[src/rtl/single_to_fix.sv]
// single_to_fix: IEEE-754 single to unsigned INT.FRACT fixed point, round-half-up when SINGLE_TO_FIX_ROUND_EN is defined
module single_to_fix #(
  parameter int INT_WIDTH = 8,
  parameter int FRACT_WIDTH = 8
) (
  input  logic                             clk,
  input  logic                             rst,
  input  logic                             valid_in,
  output logic                             ready_in,
  input  logic [31:0]                      single_in,
  output logic                             valid_out,
  input  logic                             ready_out,
  output logic [INT_WIDTH+FRACT_WIDTH-1:0] data_out,
  output logic                             overflow,
  output logic                             underflow,
  output logic                             neg_sat
);
  localparam int W = INT_WIDTH + FRACT_WIDTH;
`ifdef SINGLE_TO_FIX_ROUND_EN
  localparam bit RND = 1'b1;
`else
  localparam bit RND = 1'b0;
`endif
  typedef enum logic [2:0] {IDLE, DECODE, ALIGN, ROUND, OUT} state_t;
  state_t state_q;
  logic [31:0] in_q;
  logic zero_q, spec_q, neg_q, guard_q, big_q;
  logic [9:0] sh_q;
  logic [W-1:0] val_q;
  logic zero_d, spec_d, neg_d, guard_d, big_d, left, flow, ovf_d, unf_d;
  logic [9:0] sh_d, rsh;
  logic [24:0] shr;
  logic [W+23:0] wide;
  logic [W:0] sum;
  logic [W-1:0] res_d;
  assign ready_in = state_q == IDLE && !rst;
  always_comb begin
    zero_d = in_q[30:23] == 8'd0;
    spec_d = &in_q[30:23];
    neg_d = in_q[31] && !zero_d && !spec_d;
    sh_d = 10'(in_q[30:23]) + 10'(FRACT_WIDTH - 150);
    left = !sh_q[9];
    rsh = -sh_q;
    shr = {1'b1, in_q[22:0], 1'b0} >> rsh;
    wide = left ? {{W{1'b0}}, 1'b1, in_q[22:0]} << sh_q[5:0]
                : {{W{1'b0}}, rsh > 10'd24 ? 24'd0 : shr[24:1]};
    big_d = (left && sh_q >= 10'(W)) || |wide[W+23:W];
    guard_d = !left && rsh < 10'd25 && shr[0];
    sum = {1'b0, val_q} + (W+1)'(guard_q && RND);
    flow = spec_q || big_q || sum[W];
    res_d = zero_q || neg_q ? '0 : flow ? '1 : sum[W-1:0];
    ovf_d = !zero_q && !neg_q && flow;
    unf_d = !zero_q && !neg_q && !flow && sum[W-1:0] == '0;
  end
  always_ff @(posedge clk)
    if (rst) begin
      state_q <= IDLE;
      in_q <= '0;
      zero_q <= 1'b0;
      spec_q <= 1'b0;
      neg_q <= 1'b0;
      guard_q <= 1'b0;
      big_q <= 1'b0;
      sh_q <= '0;
      val_q <= '0;
      valid_out <= 1'b0;
      data_out <= '0;
      overflow <= 1'b0;
      underflow <= 1'b0;
      neg_sat <= 1'b0;
    end else
      case (state_q)
        IDLE: if (valid_in) begin
          in_q <= single_in;
          state_q <= DECODE;
        end
        DECODE: begin
          zero_q <= zero_d;
          spec_q <= spec_d;
          neg_q <= neg_d;
          sh_q <= sh_d;
          state_q <= ALIGN;
        end
        ALIGN: begin
          val_q <= wide[W-1:0];
          guard_q <= guard_d;
          big_q <= big_d;
          state_q <= ROUND;
        end
        ROUND: begin
          data_out <= res_d;
          overflow <= ovf_d;
          underflow <= unf_d;
          neg_sat <= neg_q;
          state_q <= OUT;
        end
        OUT: if (!valid_out) valid_out <= 1'b1;
        else if (ready_out) begin
          valid_out <= 1'b0;
          state_q <= IDLE;
        end
        default: state_q <= IDLE;
      endcase
endmodule

[config.mk]
export PLATFORM = sky130hd
export DESIGN_NAME = single_to_fix
export DESIGN_NICKNAME = d
export VERILOG_FILES = /design/src/rtl/single_to_fix.sv
export SDC_FILE = /design/constraint.sdc
export NUM_CORES = 1
export LEC_CHECK = 0
export BUFFER_PORTS_ARGS = -buffer_cell sky130_fd_sc_hd__buf_4
export CORE_MARGIN = 2
export CORE_UTILIZATION = 40
export CTS_CLUSTER_SIZE = 24
export DETAILED_ROUTE_END_ITERATION = 10
export GPL_TIMING_DRIVEN = 0
export SKIP_LAST_GASP = 1
export SYNTH_ARGS = -nofsm -noshare
export SYNTH_HDL_FRONTEND = slang
export SYNTH_SLANG_ARGS = --single-unit
[constraint.sdc]
create_clock -name clk -period 8.4 [get_ports clk]
set_clock_uncertainty 0.2 [all_clocks]
set_input_delay 1.68 -clock clk [delete_from_list [all_inputs] [get_ports clk]]
set_output_delay 1.68 -clock clk [all_outputs]
set_load 0.02 [all_outputs]
==> reports/qor.json <==
{
  "maxClockFrequency": {"value": 213, "unit": "MHz"},
  "register_area": {"value": 1700, "unit": "µm²"},
  "die_area": {"value": 15400, "unit": "µm²"},
  "worst_hold_path_type": {"value": "reg2reg"},
  "layout-area-overhead-vs-synth": {"value": 16.9, "unit": "%"},
  "grt_remaining_overflow": {"value": 0},
  "fin_tns_setup": {"value": 0, "unit": "ps"},
  "cp_max_fo": {"value": 10},
  "grt_first_pass_wirelength": {"value": 31.1, "unit": "mm"},
  "yosys-top-cells-count": {"value": "nand2_1 (146), a21oi_1 (85), dfxtp_1 (85), nor2_1 (67), clkbuf_1 (48)"},
  "cts.htree.levels": {"value": 3},
  "yosys-top-cells-area": {"value": "dfxtp_1 (29%), nand2_1 (9.5%), mux4_2 (9.0%)"},
  "commonest_register_cell_after_synthesis": {"value": "dfxtp_1"},
  "drtPass1Iterations": {"value": 5},
  "power.leakage": {"value": 2.46, "unit": "nW"},
  "post_route_cells_drive_above_1_share": {"value": 17.2, "unit": "%"},
  "min_period_over_period": {"value": 55.9, "unit": "%"},
  "multi_input_area": {"value": 3790, "unit": "µm²"},
  "grt_antenna_before_repair": {"value": 0},
  "slew_viol_final": {"value": 0},
  "floorplan.core_area": {"value": 14000, "unit": "µm²"},
  "grt_pass1_vias": {"value": 5685},
  "clk_path_buf_depth": {"value": 2},
  "grt_setup_unrepaired": {"value": "no"},
  "top_level_ports": {"value": 57},
  "worst_slew_slack_as_a_fraction_of_its_limit": {"value": 48.9, "unit": "%"},
  "postSynthNetCount": {"value": 780},
  "startpoint_type": {"value": "flop"},
  "detail_route.wl_per_cell": {"value": 19.9, "unit": "µm"},
  "synth.cell_area": {"value": 5780, "unit": "µm²"},
  "rows": {"value": 43},
  "insertion_delay": {"value": 360, "unit": "ps"},
  "report.final.setup_viol": {"value": 0},
  "postCtsSetupRepairBufs": {"value": 0},
  "ys_seq_elements": {"value": 85},
  "post-synth-top-area-cell": {"value": "dfxtp_1"},
  "edff_count_synth": {"value": 0},
  "final.fill_count": {"value": 1425},
  "powerDensity": {"value": 203, "unit": "nW/µm²"},
  "syn-instance-count": {"value": 741},
  "cts_num_sinks": {"value": 85},
  "cp-end-kind": {"value": "flop"},
  "outcome": {"value": "complete, no violations"},
  "hpwl": {"value": 15.1, "unit": "mm"},
  "grt_start_max_net_pins": {"value": 16},
  "cts_tree": {"value": "done"},
  "route.antenna.remaining_nets": {"value": 0},
  "buffer_ports.inserted": {"value": 55},
  "avgViaCountPerCell": {"value": 6.00},
  "diodes": {"value": 0},
  "cell_variety_after_synth": {"value": 64},
  "async_reset_ff_share": {"value": 0, "unit": "%"},
  "initial_core_util": {"value": 41.3, "unit": "%"},
  "grt_use_total": {"value": 26.7, "unit": "%"},
  "post-route-drc-count": {"value": 0},
  "critical_path_arrival": {"value": 4710, "unit": "ps"},
  "netlist.area_leader.share": {"value": 29.5, "unit": "%"},
  "cp.required": {"value": 8420, "unit": "ps"},
  "vias": {"value": 5953},
  "synth.avg_cell_area": {"value": 7.80, "unit": "µm²"},
  "place_congestion": {"value": 0.945},
  "numCtsBuffers": {"value": 9},
  "final_hold_viol_count": {"value": 0},
  "cts.hold.buffers_added": {"value": 0},
  "finalWorstSetupSlack": {"value": 3700, "unit": "ps"},
  "floorplan.die.height": {"value": 124, "unit": "µm"},
  "synthMostInstantiatedCell": {"value": "nand2_1"},
  "yosysWarningCount": {"value": 0},
  "finalCriticalPeriod": {"value": 4700, "unit": "ps"},
  "dp_worst_setup_slack": {"value": 3800, "unit": "ps"},
  "fin_nets": {"value": 847},
  "clk_pin_slew": {"value": 60, "unit": "ps"},
  "chipWidth": {"value": 124, "unit": "µm"},
  "stdcell_count": {"value": 992},
  "detail_route.iter0.violations": {"value": 644},
  "critPathKind": {"value": "reg2reg"},
  "drv.max_cap_violation_count": {"value": 0},
  "wirelength": {"value": 19.7, "unit": "mm"},
  "irDropWorstVdd": {"value": 116, "unit": "µV"},
  "timing_worst_slew_pin_value": {"value": 760, "unit": "ps"},
  "seq_area_frac_synth": {"value": 29.5, "unit": "%"},
  "cts-root-buf": {"value": "clkbuf_16"},
  "postCtsResizedCells": {"value": 0},
  "dp.cells": {"value": 977}
}
[flip-flops by register name, indices dropped and copies added (netlist names)]
signal     cells
in_q          32
big_q          1
neg_q          1
sh_q          10
data_out      16
state_q        3
overflow       1
underflow      1
spec_q         1
val_q         16
valid_out      1
neg_sat        1
zero_q         1
[cell usage in the layout (no fill, tap or decap), types with 7 or more instances in the layout]
master and instances:
clkbuf_16 9, a211oi_1 8, nor4_1 8, mux2_2 20, nor2_1 67, nand2_1 146, buf_2 11, a32oi_1 7
o21ai_0 39, inv_1 8, buf_4 57, a21oi_1 85, nor3_1 25, o22ai_1 10, mux2i_1 38, clkbuf_1 48
dfxtp_1 85, mux4_2 23
[routing by layer]
metal  share of wire, %  up-vias  GRT usage (%)  wire [µm]
met5                  0        -              0          0
met4                2.4        0           10.7        470
met3                6.1       32           3.75       1200
met2                 47      215           43.3       9250
li1                   -     2826              -          -
met1                 45     2880           35.7       8810
[path summary, 6_finish.rpt]
path / slack (ps) / endpoint / start / cells past startpoint
max: 3700 / val_q[1] / sh_q[0] / 14
min: 250 / data_out[4] / data_out[4] / 2
max reg2reg: 3700 / val_q[1] / sh_q[0] / 14
min reg2reg: 250 / data_out[4] / data_out[4] / 2
[worst max-delay path, cell delays in order, from the launching register on]
cell and delay (ps):
dfxtp_1 360, buf_2 240, buf_4 230, inv_1 90, buf_2 300, buf_1 520, ha_1 390, buf_1 290
clkbuf_1 340, nor2_1 210, a2bb2oi_1 420, o21ai_0 190, a22o_1 270, a221oi_1 370, nor3_1 90
[cell type report]
cell class              count  share of cell area (%)
clock buffers               9                    3.34
flip-flops and latches     85                    25.2
multi-input cells         584                    56.1
repair buffers             56                    6.23
inverters                   8                   0.445
plain buffers              64                    3.93
clock inverters             6                    1.43
well taps                 180                    3.34
[stage by stage]
step           power, W  area, µm²  util, %  hold slack [ps]
2_1_floorplan  0.000786       5780        -              236
4_1_cts         0.00137       6750     48.3              254
6_report        0.00137       6750     48.3              252
3_5_place_dp   0.000925       6430     46.0              245
3_3_place_gp   0.000918       6410     45.9              238
5_1_grt         0.00144       6750     48.3              265
[report_power, final]
group	total, W	switching, W	internal, W
Combinational	0.000451	0.000280	0.000171
Clock	0.000446	0.000184	0.000263
Sequential	0.000476	0.0000409	0.000435
Total	0.00137	0.000505	0.000869
[cells by family after synthesis]
logic type / Yosys count / share of synthesized area, %
buf+inv: 72 / 5.11
xor+xnor: 11 / 1.67
mux: 81 / 19.4
compound gates: 199 / 21.2
fa+ha+maj: 3 / 0.650
flops: 85 / 29.5
simple gates: 290 / 22.4
Power figures use the tool's default switching activity.
